--- src/rtl/pipeline_ctrl_pkg.sv ---
// Shared pipeline-control definitions: stall bus type, stage indices,
// merged stall masks and controller FSM encodings.
package pipeline_ctrl_pkg;

  typedef logic [5:0] STALL_BUS;

  localparam int STAGE_PC  = 0;
  localparam int STAGE_IF  = 1;
  localparam int STAGE_ID  = 2;
  localparam int STAGE_EX  = 3;
  localparam int STAGE_MEM = 4;
  localparam int STAGE_WB  = 5;

  // A stalling stage freezes itself and every stage upstream of it.
  localparam STALL_BUS STALL_MASK_MEM = 6'b011111;
  localparam STALL_BUS STALL_MASK_EX  = 6'b001111;
  localparam STALL_BUS STALL_MASK_ID  = 6'b000111;

  typedef enum logic [1:0] {
    CTRL_RUN   = 2'd0,
    CTRL_PEND  = 2'd1,
    CTRL_FLUSH = 2'd2
  } ctrl_state_e;

endpackage

--- src/rtl/pipeline_ctrl_stall_timer.sv ---
// Saturating stall watchdog: counts enabled cycles up to TIMEOUT and raises a
// registered terminal flag that stays high until the counter is cleared.
module stall_timer #(
  parameter int TIMEOUT = 1023,
  parameter int W       = $clog2(TIMEOUT + 1)
) (
  input  logic clk,
  input  logic rst,
  input  logic clr_i,
  input  logic inc_i,
  output logic expired_o
);

  localparam logic [W-1:0] MAX = W'(TIMEOUT);

  logic [W-1:0] cnt_q, cnt_d;
  logic         expired_q;

  always_comb begin
    cnt_d = cnt_q;
    if (clr_i)
      cnt_d = '0;
    else if (inc_i && (cnt_q != MAX))
      cnt_d = cnt_q + 1'b1;
  end

  // Flag is registered from the next count so it rises on the same edge the
  // counter reaches MAX.
  always_ff @(posedge clk or posedge rst) begin
    if (rst) begin
      cnt_q     <= '0;
      expired_q <= 1'b0;
    end else begin
      cnt_q     <= cnt_d;
      expired_q <= (cnt_d == MAX);
    end
  end

  assign expired_o = expired_q;

endmodule

--- src/rtl/pipeline_ctrl.sv ---
// Pipeline stall/flush controller: merges stage stall requests, defers
// exception flushes past MEM stalls, and runs the stall watchdog.
module pipeline_ctrl
  import pipeline_ctrl_pkg::*;
#(
  parameter int STALL_TIMEOUT = 1023,
  parameter int TMR_W         = $clog2(STALL_TIMEOUT + 1)
) (
  input  logic        clk,
  input  logic        rst,
  input  logic        stall_req_id,
  input  logic        stall_req_ex,
  input  logic        stall_req_mem,
  input  logic        exc_req,
  input  logic [31:0] exc_addr,
  output STALL_BUS    stall,
  output logic        flush,
  output logic [31:0] flush_pc,
  output logic        timeout,
  output logic        busy
);

  ctrl_state_e state_q, state_d;
  logic [31:0] flush_pc_q, flush_pc_d;
  STALL_BUS    stall_raw;

  always_comb begin
    stall_raw = '0;
    if (stall_req_mem)
      stall_raw = STALL_MASK_MEM;
    else if (stall_req_ex)
      stall_raw = STALL_MASK_EX;
    else if (stall_req_id)
      stall_raw = STALL_MASK_ID;
  end

  assign stall = (state_q == CTRL_FLUSH) ? '0 : stall_raw;

  // Only RUN accepts an exception; the first one captured owns flush_pc.
  always_comb begin
    state_d    = state_q;
    flush_pc_d = flush_pc_q;
    case (state_q)
      CTRL_RUN: begin
        if (exc_req) begin
          flush_pc_d = exc_addr;
          state_d    = stall_req_mem ? CTRL_PEND : CTRL_FLUSH;
        end
      end
      CTRL_PEND:  if (!stall_req_mem) state_d = CTRL_FLUSH;
      CTRL_FLUSH: state_d = CTRL_RUN;
      default:    state_d = CTRL_RUN;
    endcase
  end

  always_ff @(posedge clk or posedge rst) begin
    if (rst) begin
      state_q    <= CTRL_RUN;
      flush_pc_q <= 32'h0;
    end else begin
      state_q    <= state_d;
      flush_pc_q <= flush_pc_d;
    end
  end

  assign flush    = (state_q == CTRL_FLUSH);
  assign busy     = (state_q != CTRL_RUN);
  assign flush_pc = flush_pc_q;

  stall_timer #(
    .TIMEOUT (STALL_TIMEOUT),
    .W       (TMR_W)
  ) u_stall_timer (
    .clk       (clk),
    .rst       (rst),
    .clr_i     ((stall == '0) || (state_q == CTRL_FLUSH)),
    .inc_i     (stall != '0),
    .expired_o (timeout)
  );

endmodule

--- config.mk ---
export PLATFORM = sky130hd
export DESIGN_NAME = pipeline_ctrl
export DESIGN_NICKNAME = d
export VERILOG_FILES = /design/src/rtl/pipeline_ctrl_pkg.sv /design/src/rtl/pipeline_ctrl_stall_timer.sv /design/src/rtl/pipeline_ctrl.sv
export SDC_FILE = /design/constraint.sdc
export NUM_CORES = 1
export LEC_CHECK = 0
export CORE_ASPECT_RATIO = 0.5
export CORE_MARGIN = 8
export CORE_UTILIZATION = 38
export DETAILED_ROUTE_END_ITERATION = 10
export DONT_BUFFER_PORTS = 1
export GPL_TIMING_DRIVEN = 0
export HOLD_SLACK_MARGIN = 0.1
export SETUP_SLACK_MARGIN = 0.3
export SYNTH_ARGS = -nofsm -noshare
export SYNTH_HDL_FRONTEND = slang
export SYNTH_HIERARCHICAL = 1
export SYNTH_SLANG_ARGS = --single-unit
--- constraint.sdc ---
create_clock -name clk -period 2.1 [get_ports clk]
set_input_delay 0.63 -clock clk [delete_from_list [all_inputs] [get_ports clk]]
set_output_delay 0.63 -clock clk [all_outputs]
set_load 0.01 [all_outputs]
==> metrics.yaml <==
status: "complete, no violations"
synth-seq-cells: 45
rsz0062_at_grt: "true"
synth_nets: 200
finalClockSkew_ns: 0.00722
grt_max_degree: 35
drt-pass1-iter-count: 4
layout_common_cells: "dfrtp_1 (43), mux2_2 (31), buf_4 (10), nor2_1 (8), nand3_1 (7)"
dpl_cell_area_mm2: 0.00215
irDropWorstVdd_mv: 0.318
fp.coreArea_mm2: 0.00504
area_growth_pct: 16.6
totalWireLength_mm: 4.46
grtUsageTotal_pct: 10.7
postCtsHoldBufs: 0
cts_max_level: 2
hold_path_class: "in -> async"
ios: 79
route.detailed.drc: 0
rr_startpoint: "u_stall_timer/cnt_q[0]"
grt_pass1_wl_mm: 6.87
antenna_found_initial: 0
fp-row-count: 18
vias: 1311
tightest_slew_ns: 0.519
rr_endpoint: "u_stall_timer/expired_o"
period_needed_ns: 1.81
avgSynthCellArea_um2: 12.7
cp-start-kind: "flip-flop"
die_h_um: 67.8
nets: 215
crit_fanout: 6
drv_slew: 0
cts_tree: "built"
cp.arrival_ns: 1.18
synth_cell_types: 43
wire_per_inst_um: 18.1
gp_congestion: 0.837
end_kind: "primary output"
num_antenna_cells: 0
p_per_area_mw_per_mm2: 894
die-area_mm2: 0.00811
layout-drive-gt1-share_pct: 45.8
syn_inst: 161
port_buffers: 0
start_util_pct: 40.4
reg2reg_depth: 6
ys_warn_count: 6
path_class: "reg -> out"
cts_root_buffer: "clkbuf_8"
critPathMaxStageDelay_ns: 0.43
clock_latency_ns: 0.30
fmax_mhz: 552
fin_crit_sh_pct: 86.3
ant_nets: 0
seq_area_frac_synth_pct: 55.2
drtIter0Drc: 62
cp_cell_sequence: "nor2b_4 -> nor2_4 -> buf_6"
maxSlewHeadroom_pct: 65.2
fin_tns_setup_ns: 0
setup_viol: 0
cts-buffers-inserted: 5
p_leak_nw: 0.978
dp_hpwl_mm: 3.26
path_clk_slew_ns: 0.09
hold_viol_final: 0
grt_overflow_total: 0
fin_area_mm2: 0.00238
clkSinkCount: 45
layout_commonest_cell: "dfrtp_1"
worstPathRequired_ns: 1.47
fin_hold_ws_ns: 0.183
ctsLongestPathBuffers: 2
cp-startpoint: "state_q[0]"
synth.cell_area_mm2: 0.00204
fp.dieW_um: 120
vias_per_cell: 5.31
rrSetupSlack_ns: 0.36
grt_pass1_vias: 1329
max-cap-violations: 0
cpMaxStageDelayCell: "dfrtp_2"
## final cells by class
cell class	instances	area, µm²
well taps	70	87.6
multi-input cells	103	893
flip-flops and latches	45	1130
fillers	455	2670
inverters	4	15.0
clock buffers	5	68.8
clock inverters	3	21.3
plain buffers	9	83.8
repair buffers	8	80.1
## worst max-delay path: cells and delay by family, from the launching register on
kind / cells / cell delay [ns]
DFF: 1 / 0.43
and+or+nand+nor: 2 / 0.32
buffers and inverters: 1 / 0.14
## timing repair
| action | in CTS | in global routing |
|---|---|---|
| buffers inserted | 3 | 4 |
| resized for setup | 13 | 6 |
| endpoints found under the setup margin | 15 | 13 |
| pin swaps | 2 | 4 |
## how the worst max path moves through the flow
stage,cells past startpoint,end
finish,3,stall[1]
global route,3,stall[1]
CTS,3,stall[2]
detailed placement,7,u_stall_timer/expired_o
global placement,7,u_stall_timer/expired_o
floorplan,7,u_stall_timer/expired_o
## power breakdown
group          switching, mW  internal (mW)  leakage, nW
clock                  0.305          0.236       0.0445
sequential             0.176           1.02        0.548
combinational          0.178          0.214        0.386
## flip-flops by register name (all words and copies together) (netlist names)
signal	flops
flush_pc	32
u_stall_timer/cnt_q	10
state_q	2
u_stall_timer/expired_o	1
## kinds of logic (layout without fill, tap and decap cells)
group                    count (synthesis)  in the layout  share of synthesized area [%]
adder cells (fa/ha/maj)                  1              1                          0.613
AND/OR/NAND/NOR                         45             45                           13.1
flip-flops                              45             45                           55.2
other                                    1              1                          0.184
AO/OA/AOI/OAI                           22             22                           7.91
multiplexers                            34             34                           18.7
buffers and inverters                   13             29                           4.29
## routing by layer
metal	global-route usage (%)	share of wire, %	up-vias
li1	-	-	614
met1	11.0	39	653
met2	19.1	53	39
met3	4.74	7.2	5
met4	4.47	0.85	0
met5	0	0	-
## cells in the mapped netlist (all sizes together)
cell,instances,area (µm²)
a211oi,1,12.5
a21o,1,7.51
a21oi,5,25.0
a31oi,1,6.26
a41oi,1,8.76
and2,3,18.8
and3,2,12.5
and4,1,10.0
buf,8,68.8
clkbuf,1,3.75
conb,1,3.75
dfrtp,45,1130
ha,1,12.5
inv,4,15.0
mux2,33,372
mux2i,1,10.0
nand2,3,13.8
nand3,7,35.0
nand3b,1,7.51
nand4,2,12.5
nand4b,2,17.5
nor2,10,37.5
nor2b,2,12.5
nor3,3,15.0
nor3b,1,18.8
nor4,1,6.26
o2111ai,1,8.76
o211ai,2,15.0
o21ai,3,15.0
o21ba,2,20.0
o21bai,1,7.51
o311a,1,11.3
o31ai,2,15.0
o32ai,1,8.76
or2,3,21.3
or3,3,20.0
or4,1,7.51
## through the flow
stage          total power, mW  worst slack [ns]  std cells  utilization [%]
4_1_cts                   2.15             0.244        242             45.8
2_1_floorplan             1.48             0.284        161                -
3_3_place_gp              1.56            0.0883        231             42.6
6_report                  2.13             0.287        247             47.1
3_5_place_dp              1.57            0.0752        231             42.6
5_1_grt                   2.25             0.234        247             47.1
Note: power is estimated with default switching activity, not from simulation.
